===== src/rtl/arbitro_pkg.sv =====
// Shared types, defaults and the round-robin pick helper for arbitro_registrador.
package arbitro_pkg;

    localparam int unsigned N_REQ_DEFAULT = 4;
    localparam int unsigned WIDTH_DEFAULT = 4;
    // Widest requester vector the pick helper handles.
    localparam int unsigned MAX_REQ = 8;

    typedef enum logic [1:0] {
        StIdle,
        StGrant,
        StAck
    } state_t;

    typedef struct packed {
        logic       valid;
        logic [2:0] idx;
    } pick_t;

    // First requester at or after ptr with req set, wrapping around n.
    function automatic pick_t rr_pick(input int unsigned n, input logic [2:0] ptr,
                                      input logic [MAX_REQ-1:0] req);
        pick_t       res;
        int unsigned j;
        logic [2:0]  jj;
        res = '0;
        for (int unsigned k = 0; k < MAX_REQ; k++) begin
            j  = (32'(ptr) + k) % n;
            jj = 3'(j);
            if (k < n && !res.valid && req[jj]) begin
                res.valid = 1'b1;
                res.idx   = jj;
            end
        end
        return res;
    endfunction

endpackage


===== src/rtl/registrador_n.sv =====
// WIDTH-bit storage register with load enable and asynchronous active-high reset.
module registrador_n #(
    parameter int unsigned WIDTH = 4
) (
    input  logic             clock,
    input  logic             reset,
    input  logic             load,
    input  logic [WIDTH-1:0] d,
    output logic [WIDTH-1:0] q
);

    // Capture d whenever the arbiter enables a write.
    always_ff @(posedge clock or posedge reset) begin
        if (reset) begin
            q <= '0;
        end else if (load) begin
            q <= d;
        end
    end

endmodule


===== src/rtl/arbitro_registrador.sv =====
// Round-robin arbiter and write sequencer for a shared WIDTH-bit register.
// Optional burst lock feature: define ARBITRO_REGISTRADOR_LOCK_EN.
module arbitro_registrador
    import arbitro_pkg::*;
#(
    parameter int unsigned N_REQ = N_REQ_DEFAULT,
    parameter int unsigned WIDTH = WIDTH_DEFAULT,
    parameter int unsigned IDW   = $clog2(N_REQ)
) (
    input  logic                   clock,
    input  logic                   reset,
    input  logic [N_REQ-1:0]       req,
    input  logic [N_REQ*WIDTH-1:0] dado,
`ifdef ARBITRO_REGISTRADOR_LOCK_EN
    input  logic [N_REQ-1:0]       lock,
`endif
    output logic [N_REQ-1:0]       gnt,
    output logic [N_REQ-1:0]       ack,
    output logic [WIDTH-1:0]       q,
    output logic [IDW-1:0]         dono,
    output logic                   ocupado
);

    state_t             state_q, state_d;
    logic [IDW-1:0]     winner_q, winner_d;
    logic [IDW-1:0]     ptr_q, ptr_d;
    logic [IDW-1:0]     dono_q, dono_d;
    logic [IDW-1:0]     ptr_next;
    logic [MAX_REQ-1:0] req_ext;
    pick_t              pick;
    logic               win_req;
    logic               load;
    logic [N_REQ-1:0]   win_onehot;
    logic               unused_pick_bits;

`ifdef ARBITRO_REGISTRADOR_LOCK_EN
    logic [IDW-1:0]     burst_q, burst_d;
    logic               burst_ok;
`endif

    assign req_ext          = MAX_REQ'(req);
    assign pick             = rr_pick(N_REQ, 3'(ptr_q), req_ext);
    // Upper index bits are always zero when N_REQ is small.
    assign unused_pick_bits = ^pick.idx;
    assign win_req          = req[winner_q];
    assign ptr_next         = (winner_q == IDW'(N_REQ - 1)) ? '0 : winner_q + 1'b1;
    assign win_onehot       = N_REQ'(1) << winner_q;

`ifdef ARBITRO_REGISTRADOR_LOCK_EN
    assign burst_ok = lock[winner_q] && win_req && (burst_q < IDW'(N_REQ - 1));
`endif

    // Next-state logic: arbitration in idle, write or abort in grant, rotation in ack.
    always_comb begin
        state_d  = state_q;
        winner_d = winner_q;
        ptr_d    = ptr_q;
        dono_d   = dono_q;
        load     = 1'b0;
`ifdef ARBITRO_REGISTRADOR_LOCK_EN
        burst_d  = burst_q;
`endif
        unique case (state_q)
            StIdle: begin
                if (pick.valid) begin
                    winner_d = IDW'(pick.idx);
                    state_d  = StGrant;
                end
            end
            StGrant: begin
                if (win_req) begin
                    load    = 1'b1;
                    dono_d  = winner_q;
                    state_d = StAck;
                end else begin
                    // Winner withdrew: abort without writing or rotating.
                    state_d = StIdle;
`ifdef ARBITRO_REGISTRADOR_LOCK_EN
                    burst_d = '0;
`endif
                end
            end
            StAck: begin
`ifdef ARBITRO_REGISTRADOR_LOCK_EN
                if (burst_ok) begin
                    state_d = StGrant;
                    burst_d = burst_q + 1'b1;
                end else begin
                    state_d = StIdle;
                    ptr_d   = ptr_next;
                    burst_d = '0;
                end
`else
                state_d = StIdle;
                ptr_d   = ptr_next;
`endif
            end
            default: state_d = StIdle;
        endcase
    end

    // State, winner, rotation pointer and last-writer registers.
    always_ff @(posedge clock or posedge reset) begin
        if (reset) begin
            state_q  <= StIdle;
            winner_q <= '0;
            ptr_q    <= '0;
            dono_q   <= '0;
        end else begin
            state_q  <= state_d;
            winner_q <= winner_d;
            ptr_q    <= ptr_d;
            dono_q   <= dono_d;
        end
    end

`ifdef ARBITRO_REGISTRADOR_LOCK_EN
    // Consecutive locked writes granted to the current winner.
    always_ff @(posedge clock or posedge reset) begin
        if (reset) begin
            burst_q <= '0;
        end else begin
            burst_q <= burst_d;
        end
    end
`endif

    // Outputs decoded from registered state only.
    always_comb begin
        gnt     = (state_q != StIdle) ? win_onehot : '0;
        ack     = (state_q == StAck) ? win_onehot : '0;
        ocupado = (state_q != StIdle);
        dono    = dono_q;
    end

    registrador_n #(
        .WIDTH (WIDTH)
    ) u_reg (
        .clock (clock),
        .reset (reset),
        .load  (load),
        .d     (dado[winner_q*WIDTH +: WIDTH]),
        .q     (q)
    );

    logic unused_ok;
    assign unused_ok = unused_pick_bits;

endmodule


===== config.mk =====
export PLATFORM = sky130hd
export DESIGN_NAME = arbitro_registrador
export DESIGN_NICKNAME = d
export VERILOG_FILES = /design/src/rtl/arbitro_pkg.sv /design/src/rtl/registrador_n.sv /design/src/rtl/arbitro_registrador.sv
export SDC_FILE = /design/constraint.sdc
export NUM_CORES = 1
export LEC_CHECK = 0
export ABC_AREA = 1
export CAP_MARGIN = 20
export CORE_ASPECT_RATIO = 1.1
export CORE_MARGIN = 2
export CORE_UTILIZATION = 39
export DETAILED_ROUTE_END_ITERATION = 8
export PLACE_DENSITY_LB_ADDON = 0.1
export RECOVER_POWER = 25
export SETUP_SLACK_MARGIN = 0.15
export SYNTH_ARGS = -nofsm -noshare
export SYNTH_HDL_FRONTEND = slang
export SYNTH_HIERARCHICAL = 1
export SYNTH_SLANG_ARGS = --single-unit

===== constraint.sdc =====
create_clock -name clock -period 1.3 [get_ports clock]
set_input_delay 0.13 -clock clock [delete_from_list [all_inputs] [get_ports clock]]
set_output_delay 0.13 -clock clock [all_outputs]
set_load 0.02 [all_outputs]

==> impl_metrics.yaml <==
grt:
  antenna_found_initial: 0
  grt_pass1_wl_mm: 4.84
  grt_pass1_vias: 1160
  grt_util_all_layers_pct: 21.4
  grt_max_degree: 11
  grt_overflow: 0
sta:
  fin_ws_ns: -0.134
  period_needed_ns: 1.43
  slew_headroom_pct: 79.8
  worst_hold_slack_ns: 0.198
  rsz0062_at_grt: "true"
  hold_viol: 0
  drv_slew: 0
  worst_pin_slew_ns: 0.303
  min_period_over_period_pct: 110
  setup_viol: 19
  clock_skew_ns: 0.00253
  fmax_ghz: 0.697
routing:
  first_iter_violations: 26
  top_layer: "met4"
  dr_wl_met3_um: 117
  drt-total-wl_mm: 3.46
  wl_met1_mm: 1.40
  met2_length_mm: 1.90
  vias_per_cell: 4.88
  first_pass_iters: 4
  wl_per_cell_um: 13.3
  drc_errors: 0
  num_vias: 1269
  ant_nets: 0
logic_synthesis:
  ys.warnings.count: 6
  ys_types: 18
  syn_nets: 182
  syn-instance-count: 156
  synth-seq-area-share_pct: 30.8
  syn-mean-instance-area_sq_um: 6.26
  ys_ff_latch: 12
  synth_area_sq_um: 976
cts:
  cts_max_path_buffers: 2
  clk_latency_ns: 0.27
  cts_tree: "built"
  path_clk_slew_ns: 0.07
  h-tree-depth: 1
  root_buffer: "clkbuf_4"
  clock-sinks: 12
  cts_buffers: 3
pwr:
  peakVddDrop_uv: 1530
  p_leak_nw: 0.942
  power_mw: 4.61
  power.density_nw_per_um2: 2390
cells_and_area:
  stdcell_count: 260
  synthToLayoutAreaGrowth_pct: 97.9
  antennaDiodeCount: 0
  nets: 256
  drive_gt1_share_pct: 48.5
floorplan:
  row_count: 19
  start_util_pct: 39.9
  core_area_sq_um: 2450
  die_h_um: 56.5
  die-area_sq_um: 2920
  ios: 37
  chipWidth_um: 51.7
critical_path:
  crit_chain: "buf_4, nand2_1, nand2_1, nand2_2, nand2_2, nor2_4, nand3_2, nand2_2, inv_2, nand2_2, nand2_1"
  cp_max_fo: 5
  slowest_delay_ns: 0.43
  worstSetupPathType: "register to register"
  cp.arrival_ns: 1.60
  slowest_stage: "dfrtp_2"
  crit_top_cell: "nand2_2"
  start_kind: "register"
  end_kind: "register"
  crit_required_ns: 1.47
run_status:
  violations: "negative setup slack"
  outcome: "finished, violations left"
hold_path:
  hold_path.class: "input pin to asynchronous set/reset pin"
placement:
  gp_congestion: 0.883
  pre_cts_ws_ns: -0.311
  io_buffers: 36
  placed_cells: 237
  dp_hpwl_mm: 2.22
job:
  maxCapViolations: 0
-- area by class of cell --
class,count,area (sq um)
clock buffer,4,36.3
fill,174,517
inverter,24,113
multi-input combinational,117,751
sequential,12,304
tap,31,38.8
timing repair buffer,72,689
-- routing by layer --
layer	up-vias	GRT usage, %
li1	631	-
met1	597	25.9
met2	36	38.8
met3	5	2.13
met4	0	6.77
met5	-	0
-- critical path, delay by kind of cell (launching register included) --
kind,cells,cell delay [ns]
flops,1,0.43
buf+inv,2,0.21
simple gates,9,0.68
-- cells in the final DEF (no fill, tap or decap), types with 2 or more instances in the layout --
cell type	instances
buf_4	24
buf_6	20
clkbuf_4	3
clkdlybuf4s50_1	20
dfrtp_1	9
dfrtp_2	3
dlygate4sd2_1	5
ha_4	4
inv_1	8
inv_2	9
inv_4	6
nand2_1	43
nand2_2	14
nand3_1	5
nand3_2	5
nand4_1	2
nor2_1	10
nor2_2	3
nor2_4	10
o21ai_0	9
o21ai_2	5
o22ai_1	4
-- per-stage QoR --
step	setup TNS, ns	instance area (sq um)	utilization [%]
after detailed placement	-3.63	1530	62.6
final	-1.43	1930	78.9
after global placement	-3.50	1530	62.6
after CTS	-0.979	1690	68.8
after floorplan	0	1040	-
after global routing	-2.60	1930	78.9
-- cell usage after synthesis (all sizes together) --
| cell type | number | area, sq um |
|---|---|---|
| nand4 | 2 | 12.5 |
| a21oi | 2 | 10.0 |
| clkbuf | 2 | 7.51 |
| inv | 24 | 97.6 |
| nand2 | 57 | 231 |
| and2 | 1 | 6.26 |
| o21ai | 14 | 70.1 |
| dfrtp | 12 | 300 |
| nor2 | 23 | 93.8 |
| nand3 | 10 | 60.1 |
| o22ai | 4 | 25.0 |
| ha | 4 | 50.1 |
| buf | 1 | 11.3 |
-- state kept, by name, indices dropped and copies added, names as in the netlist --
| name | count |
|---|---|
| winner_q | 2 |
| u_reg/q | 4 |
| dono | 2 |
| ptr_q | 2 |
| state_q | 2 |
-- power breakdown --
part	total (mW)	switching (mW)	leakage, nW	internal (mW)
Combinational	3.59	1.92	0.773	1.67
Sequential	0.732	0.173	0.147	0.559
Clock	0.287	0.116	0.0210	0.170
Total	4.61	2.21	0.942	2.39
-- final timing paths --
check | start | endpoint | slack, ns | cells past startpoint
setup / recovery | ptr_q[0] | winner_q[1] | -0.13 | 11
hold / removal | reset | u_reg/q[0] | 0.20 | 2
setup reg to reg | ptr_q[0] | winner_q[1] | -0.13 | 11
hold reg to reg | u_reg/q[0] | u_reg/q[0] | 0.48 | 2
max in group asynchronous | reset | state_q[0] | 0.79 | 2
min in group clock | u_reg/q[0] | u_reg/q[0] | 0.48 | 2
-- timing repair --
item                                   in CTS  in global routing
setup endpoints to repair                  26                 21
endpoints found under the hold margin       0                  0
buffers inserted                           11                  8
resized for setup                          81                 50
pin swaps                                   3                 17
hold buffers                                0                  0
-- cell families after synthesis --
logic type	count (synthesis)	share of synthesized area [%]
AO/OA/AOI/OAI	20	10.8
adder cells (fa/ha/maj)	4	5.13
buffers and inverters	27	11.9
AND/OR/NAND/NOR	93	41.4
flip-flops	12	30.8
Note: power is estimated with default switching activity, not from simulation.
